### src/rtl/truth_table_probe.sv
// ---------------------------------------------------------------------------
// truth_table_probe
//   Sequential characteriser for a 3-input combinational gate. It walks the
//   gate inputs {in1,in2,in3} through rows 000..111. Each row is held for a
//   settle window, and then the synchronised gate output is sampled several
//   times and majority-voted. The eight votes are assembled into an 8-bit
//   truth-table code, in which bit (7-row) holds the output for that row. The
//   code is compared against an expected code that is captured at start.
//
// Ports
//   clk          rising-edge clock
//   rst          asynchronous, active-high reset
//   start        1-cycle sweep request, accepted only when idle
//   abort        cancels a sweep in progress (no done pulse)
//   expected     reference truth-table code, captured when start is accepted
//   dut_out      gate output, asynchronous to clk
//   probe_in1    gate in1 (row bit 2)
//   probe_in2    gate in2 (row bit 1)
//   probe_in3    gate in3 (row bit 0)
//   busy         sweep in progress (any state other than IDLE)
//   done         1-cycle pulse, truth_table/match valid in that cycle
//   truth_table  reconstructed code, held until the next completed sweep
//   match        truth_table == captured expected code
// ---------------------------------------------------------------------------
module truth_table_probe #(
    parameter int SETTLE_CYCLES = 4,
    parameter int SAMPLES       = 3,
    parameter int SYNC_STAGES   = 2
) (
    input  logic       clk,
    input  logic       rst,
    input  logic       start,
    input  logic       abort,
    input  logic [7:0] expected,
    input  logic       dut_out,
    output logic       probe_in1,
    output logic       probe_in2,
    output logic       probe_in3,
    output logic       busy,
    output logic       done,
    output logic [7:0] truth_table,
    output logic       match
);

    localparam int SETTLE_W = $clog2(SETTLE_CYCLES + 1);
    localparam int SAMPLE_W = $clog2(SAMPLES + 1);
    localparam int ONES_W   = $clog2(SAMPLES + 1);

    typedef enum logic [2:0] {
        IDLE,
        SETTLE,
        SAMPLE,
        COMMIT,
        DONE
    } state_t;

    state_t              state;
    state_t              state_next;
    logic [SYNC_STAGES-1:0] sync_q;
    logic                synced;
    logic [SETTLE_W-1:0] settle_cnt;
    logic [SAMPLE_W-1:0] sample_cnt;
    logic [ONES_W-1:0]   ones;
    logic [2:0]          row;
    logic [7:0]          shadow;
    logic [7:0]          shadow_next;
    logic [7:0]          expected_q;
    logic                settle_last;
    logic                sample_last;
    logic                vote;
    logic                probe_active;

    // Shift register synchroniser. The MSB is the only tap that the logic reads.
    // A shift form is used instead of a slice concatenation so that a single stage still works.
    always_ff @(posedge clk or posedge rst) begin
        // NOTE: sequential state uses non-blocking assignments so that every
        // flop samples its pre-edge value, whatever the order of the statements.
        if (rst) sync_q <= '0;
        else     sync_q <= (sync_q << 1) | SYNC_STAGES'(dut_out);
    end
    assign synced = sync_q[SYNC_STAGES-1];

    assign settle_last = (settle_cnt == SETTLE_W'(SETTLE_CYCLES - 1));
    assign sample_last = (sample_cnt == SAMPLE_W'(SAMPLES - 1));
    assign vote        = (ones > ONES_W'(SAMPLES / 2));

    // This is the shadow table with the current row's vote merged in. COMMIT uses it both
    // to update the shadow table and, on the last row, to load truth_table directly. As a
    // result, the result is already valid in the DONE cycle.
    always_comb begin
        // NOTE: a default comes first so that every path assigns the signal
        // and no latch is inferred.
        shadow_next               = shadow;
        shadow_next[3'd7 - row]   = vote;
    end

    always_ff @(posedge clk or posedge rst) begin
        if (rst) state <= IDLE;
        else     state <= state_next;
    end

    always_comb begin
        state_next = state;
        unique case (state)
            IDLE:    if (start)       state_next = SETTLE;
            SETTLE:  if (settle_last) state_next = SAMPLE;
            SAMPLE:  if (sample_last) state_next = COMMIT;
            COMMIT:  state_next = (row == 3'd7) ? DONE : SETTLE;
            DONE:    state_next = IDLE;
            default: state_next = IDLE;
        endcase
        // abort overrides start and every other transition
        if (abort) state_next = IDLE;
    end

    always_ff @(posedge clk or posedge rst) begin
        // NOTE: the 8-bit shadow table is a plain register rather than a RAM.
        // It is therefore reset together with everything else.
        if (rst) begin
            settle_cnt  <= '0;
            sample_cnt  <= '0;
            ones        <= '0;
            row         <= '0;
            shadow      <= '0;
            expected_q  <= '0;
            truth_table <= '0;
            match       <= 1'b0;
        end else if (abort) begin
            settle_cnt <= '0;
            sample_cnt <= '0;
            ones       <= '0;
        end else begin
            unique case (state)
                IDLE: begin
                    if (start) begin
                        row        <= '0;
                        expected_q <= expected;
                        shadow     <= '0;
                        settle_cnt <= '0;
                        sample_cnt <= '0;
                        ones       <= '0;
                    end
                end
                SETTLE: begin
                    if (settle_last) settle_cnt <= '0;
                    else             settle_cnt <= settle_cnt + 1'b1;
                end
                SAMPLE: begin
                    ones <= ones + ONES_W'(synced);
                    if (sample_last) sample_cnt <= '0;
                    else             sample_cnt <= sample_cnt + 1'b1;
                end
                COMMIT: begin
                    shadow <= shadow_next;
                    ones   <= '0;
                    if (row == 3'd7) begin
                        truth_table <= shadow_next;
                        match       <= (shadow_next == expected_q);
                    end else begin
                        row <= row + 3'd1;
                    end
                end
                default: ;
            endcase
        end
    end

    assign probe_active = (state == SETTLE) || (state == SAMPLE) || (state == COMMIT);
    assign {probe_in1, probe_in2, probe_in3} = probe_active ? row : 3'b000;
    assign busy = (state != IDLE);
    assign done = (state == DONE);

endmodule
### config.mk
export PLATFORM = sky130hd
export DESIGN_NAME = truth_table_probe
export DESIGN_NICKNAME = d
export VERILOG_FILES = /design/src/rtl/truth_table_probe.sv
export SDC_FILE = /design/constraint.sdc
export NUM_CORES = 1
export LEC_CHECK = 0
export CAP_MARGIN = 20
export CORE_MARGIN = 2
export CORE_UTILIZATION = 58
export DETAILED_ROUTE_END_ITERATION = 8
export GPL_TIMING_DRIVEN = 0
export PLACE_DENSITY = 0.95
export SLEW_MARGIN = 20
export SYNTH_ARGS = -nofsm -noshare
export SYNTH_HDL_FRONTEND = slang
export SYNTH_SLANG_ARGS = --single-unit
### constraint.sdc
create_clock -name clk -period 2.2 [get_ports clk]
set_input_delay 0.22 -clock clk [delete_from_list [all_inputs] [get_ports clk]]
set_output_delay 0.22 -clock clk [all_outputs]
set_load 0.005 [all_outputs]
==> metrics.txt, run 1 <==
register bit count reported by yosys=39; total wire length=4454 um; WS Path Type=flop to primary output; global route overflow=0; leakage=1.081 nW; Clock transition at path regs=0.11 ns; initial antenna violation count=0; Cell Rows=21; Setup crit end kind=primary output; EDFF count, synth=0; Synth Cell Area=about 2000 sq um; worst vdd rail ir drop=0.4128 mV; root buffer cell=clkbuf_4; critical path fanouts, max=10; syn_nets=219; WP data required=1.98 ns; Worst Setup Start Kind=flop; first-pass GRT wire length=7472 um; # IOs=27; TritonCTS clock tree=built; area grow syn2layout=19.55%; hold crit path type=input port to asynchronous set/reset pin; Buffers on Ports=25; Max Buffers Root-to-Sink=2; skew final=0.01357 ns; sequential fraction of the synthesis area=between 40% and 50%; top post-synthesis cells by count=39 x dfrtp_1, 23 x nand2_1, 20 x o21ai_0, 17 x nor2_1, 12 x mux2_2; NumNets Final=~250; # diodes=0; core area=around 3400 sq um; crit path time final=2.092 ns; Slew Viols, Final=0; Final ANT Viol Nets=0; pin count of the biggest net entering global routing=23; design area=2449 sq um; Max-cap violations=0; top-count cell post-synth=dfrtp_1; Tot GR Track Use=about a quarter; status=complete, no violations; Worst-Skew Late Latency=approximately 0.35 ns; reg2reg setup slack=0.44 ns; post-cts hold buffer count=0; die area=4023 sq um; Power Density=549.6 nW/um^2; fmax=0.4780 GHz; hpwl dp=3172 um; Rel. slew slack=approximately three fifths; Synth area leader=dfrtp_1; vias in the first global route=1550; DR iter-0 viols=170; Post-Route Setup TNS=0 ns; Post-CTS Repair Setup Buffers=0; proportion of layout cells with a drive suffix above 1=16.17%; Clock Sinks=39; Post-Synthesis Cells=just over 200; Fin. Hold Viols=0; Pre-antenna DRT Iters=5; H-Tree Depth=2; cts bufs inserted=5; Unique masters post-synth=47; # DRC=0; DIE HEIGHT=63.43 um; async set-or-reset flop fraction in the synthesized netlist=100.0%; RSZ-0062 raised after global routing=no; area share of the largest cell type after synthesis=47.65%; ys flop type=dfrtp_1; die width=roughly 63 um; Placed Area=roughly 2400 sq um; Slew @ Worst Pin=0.6237 ns; Synth area leaders=dfrtp_1 48%, mux2_2 6.6%, o21ai_0 4.9%; vias post-DR=1676; Vias per Instance=5.964; final period utilization=95.09%; gpl congestion=0.8867; CP Data Arrival Time=1.87 ns; Avg Cell Area, Syn=10.14 sq um; Avg WL per Cell=15.85 um; initial core utilization=60.90%; synth warn=0; final setup fails=0
## through the flow
stage                     power [mW]  instances  utilization [%]  hold WS (ns)  setup slack, ns
after global routing           1.411        281            72.81        0.1937         0.003151
after CTS                      1.343        281            72.62        0.1884          0.04523
final                          1.346        281            72.81        0.1795           0.1080
after floorplan               0.9130        202                -        0.2514           0.6729
after detailed placement      0.9815        274            70.87        0.3465           0.3329
after global placement        0.9670        273            70.05        0.3426           0.3014
## final cells by class
cell class | instances | area (sq um)
multi-input combinational | 147 | 1002
sequential | 39 | 977.2
fill | 255 | 914.6
timing repair buffer | 26 | 277.8
tap | 46 | 57.56
buffer | 10 | 55.05
clock buffer | 6 | 51.30
inverter | 6 | 22.52
clock inverter | 1 | 5.005
## critical path: stages (launching register included)
cell and delay, ns:
dfrtp_1 0.45, clkbuf_1 0.24, or3_1 0.38, clkdlybuf4s50_1 0.45
## sequential cells by signal, indices dropped and copies added (netlist names)
name	flops
expected_q	8
truth_table	8
row	3
match	1
sync_q	2
sample_cnt	2
state	3
shadow	7
settle_cnt	3
ones	2
## routing by layer
| metal | part of all wire, % | vias up | global-route usage [%] |
|---|---|---|---|
| met2 | 47 | 80 | 38.03 |
| met1 | 43 | 794 | 32.62 |
| met3 | 7.4 | 15 | 6.429 |
| li1 | - | 787 | - |
| met4 | 2.4 | 0 | 8.696 |
| met5 | 0 | - | 0 |
## where the power goes
group	leakage, nW	internal (mW)	switching, mW
registers	0.519	0.756	0.0409
clock network	0.0341	0.148	0.222
logic	0.528	0.0943	0.0845
## final timing paths
| check | startpoint | endpoint | depth (start not counted) |
|---|---|---|---|
| worst max register to register | state[1] | row[0] | 5 |
| worst min-delay path | rst | expected_q[4] | 2 |
| max in group asynchronous | rst | row[0] | 3 |
| worst max-delay path | state[1] | busy | 3 |
| min in group clk | abort | sample_cnt[1] | 4 |
| worst min register to register | sync_q[0] | sync_q[1] | 0 |
## what timing repair did
| item | CTS | global route |
|---|---|---|
| pin swaps | 0 | 0 |
| gates resized for setup | 1 | 2 |
| hold endpoints to repair | 0 | 0 |
| setup endpoints to repair | 1 | 2 |
## layout by cell type (no fill, tap or decap), types with 2 or more instances in the layout
cell / synthesis / routed
o31ai_1: 2 / 2
nor2_1: 17 / 16
clkbuf_4: 0 / 5
ha_1: 4 / 4
a22o_1: 3 / 3
and2_1: 2 / 2
clkdlybuf4s50_1: 0 / 25
mux2_2: 12 / 12
nand3_1: 2 / 2
dfrtp_1: 39 / 38
nor4_1: 2 / 2
a21oi_1: 2 / 2
nand2b_1: 4 / 4
o21ai_0: 20 / 20
inv_1: 6 / 5
nand2_1: 23 / 23
o21ai_1: 3 / 3
nor3_1: 6 / 6
nand3b_1: 3 / 3
or3_1: 2 / 2
and3b_1: 2 / 2
a31oi_1: 3 / 3
buf_2: 5 / 5
mux2i_1: 6 / 6
clkbuf_1: 3 / 3
nor3b_1: 8 / 8
## kinds of logic (layout without fill, tap and decap cells)
| logic type | count (synthesis) | in the layout | share of synthesized area (%) |
|---|---|---|---|
| adders and majority gates | 4 | 4 | 2.444 |
| muxes | 19 | 19 | 10.08 |
| xor gates and xnor gates | 1 | 1 | 0.4277 |
| AOI/OAI and AO/OA | 41 | 41 | 12.16 |
| and+or+nand+nor | 82 | 82 | 23.46 |
| buffers and inverters | 16 | 49 | 3.787 |
| DFF | 39 | 39 | 47.65 |
No activity file was read; power rests on OpenSTA's default activity.
==> run 2, diff against run 1 <==
Clock period 2.2 ns to 2.7 ns, I/O delays scaled along.
==> run 2 against run 1 <==
Utilization shrank 0.26 points. Register-to-register slack improved by 0.41 ns. Die area is the same. Critical path depth increased by 1. Global-route usage is the same. Clock power is 18% lower. Via count did not move. First-iteration DRC count down 17%. Largest power group unchanged.
==> metrics.txt, run 2 (synthesized netlist as in run 1, its figures left out) <==
GRT busiest layer=met2; Slew @ Worst Pin=slightly above 0.6 ns; met1 Use GR=32.62%; H-Tree Depth=2; reg2reg setup slack=0.85 ns; cts bufs inserted=5; gpl congestion=0.8867; Cell Rows=21; commonest cells after routing, fill and taps aside=39 x dfrtp_1, 25 x clkdlybuf4s50_1, 23 x nand2_1; Fin. Hold Viols=0; Largest regs=expected_q (8), truth_table (8), shadow (7); DR iter-0 viols=141; Final ANT Viol Nets=0; skew final=approximately 0.013 ns; Clock transition at path regs=0.11 ns; crit path from=state[0]; Vias per Instance=5.964; hold crit path type=input port to asynchronous set/reset pin; Slew Viols, Final=0; leakage=1.081 nW; final setup fails=0; NumNets Final=252; vias in the first global route=around 1600; met2 Use GR=38.03%; root buffer cell=clkbuf_4; Worst Setup Start Kind=flop; Post-CTS Repair Setup Buffers=0; Fill cells=260; pin count of the biggest net entering global routing=23; Rel. slew slack=58.31%; Critical-path top delay cell=clkdlybuf4s50_1; initial antenna violation count=0; fmax=about 0.43 GHz; Avg WL per Cell=15.76 um; worst setup path endpoint=done; total power draw=1.094 mW; DIE HEIGHT=63.43 um; RR Startpoint=state[0]; proportion of layout cells with a drive suffix above 1=15.32%; first-pass GRT wire length=7472 um; Setup crit end kind=primary output; Worst-Skew Late Latency=roughly 0.35 ns; worst vdd rail ir drop=0.3393 mV; GR Util met3=around 6.4%; Power Density=448.4 nW/um^2; final period utilization=85.39%; TritonCTS clock tree=built; CTS resizes=0; RSZ-0062 raised after global routing=no; Max Buffers Root-to-Sink=2; Max-cap violations=0; die width=63.43 um; # DRC=0; status=complete, no violations; worst path cell trace=buf_2 > nor2_1 > and2_1 > clkdlybuf4s50_1; vias post-DR=1676; initial core utilization=between 60% and 70%; critical path fanouts, max=10; Pre-antenna DRT Iters=4; setup ws final=0.3945 ns; die area=4023 sq um; post-cts hold buffer count=0; # IOs=27; Tot GR Track Use=between 20% and 30%; crit path time final=2.305 ns; Post-Route Setup TNS=0 ns; Crit Reg-Reg Endpoint=shadow[3]; hpwl dp=3172 um; final cell count without fillers=approximately 280; total wire length=4428 um; dpl ws=between 0.7 and 0.8 ns; # diodes=0; core area=~3400 sq um; Buffers on Ports=25; area grow syn2layout=19.12%; WP data required=2.43 ns; WS Path Type=flop to primary output; most common cell after layout, fill and taps aside=dfrtp_1; R2R depth=5; CP max stage delay=0.49 ns; Clock Sinks=39; CP Data Arrival Time=roughly 2 ns; global route overflow=0; Cells after DPL=274
==> run 2: layout make-up <==
class | instances | area, sq um | area share, %
repair buffers | 26 | 277.8 | 11.38
plain buffers | 10 | 55.05 | 2.256
flip-flops and latches | 39 | 975.9 | 40.00
multi-input cells | 147 | 994.7 | 40.77
clock buffers | 6 | 51.30 | 2.103
clock inverters | 1 | 5.005 | 0.2051
well taps | 46 | 57.56 | 2.359
inverters | 6 | 22.52 | 0.9231
==> run 2: stage by stage <==
step / hold slack (ns) / area [sq um] / utilization, %
final: 0.2327 / 2440 / 72.54
after global routing: 0.2503 / 2440 / 72.54
after CTS: 0.2384 / 2440 / 72.54
after detailed placement: 0.3465 / 2384 / 70.87
after global placement: 0.3426 / 2356 / 70.05
after floorplan: 0.3014 / 2048 / -
==> run 2: worst min path at each step <==
stage,start,end,slack (ns),cells after the start
2_1_floorplan,dut_out,sync_q[0],0.30,0
3_3_place_gp,sync_q[0],sync_q[1],0.34,0
3_5_place_dp,sync_q[0],sync_q[1],0.35,0
4_1_cts,abort,sample_cnt[1],0.24,4
5_1_grt,rst,truth_table[5],0.25,2
6_report,rst,expected_q[4],0.23,2
==> run 2: power breakdown <==
| group | leakage, nW | switching [mW] | internal [mW] | total (mW) |
|---|---|---|---|---|
| logic | 0.526 | 0.0675 | 0.0755 | 0.143 |
| clock network | 0.0341 | 0.181 | 0.121 | 0.302 |
| registers | 0.521 | 0.0327 | 0.616 | 0.649 |
| total | 1.08 | 0.282 | 0.812 | 1.09 |
==> run 2: critical path, delay by kind of cell (launching register included) <==
family                 cells  cell delay [ns]
buffers and inverters      2             0.67
DFF                        1             0.41
and+or+nand+nor            2             0.61
==> run 2: layer usage <==
metal  share of wire, %  wire [um]
met1                 43       1907
met2                 47       2099
met3                7.3        325
met4                2.1         95
met5                  0          0
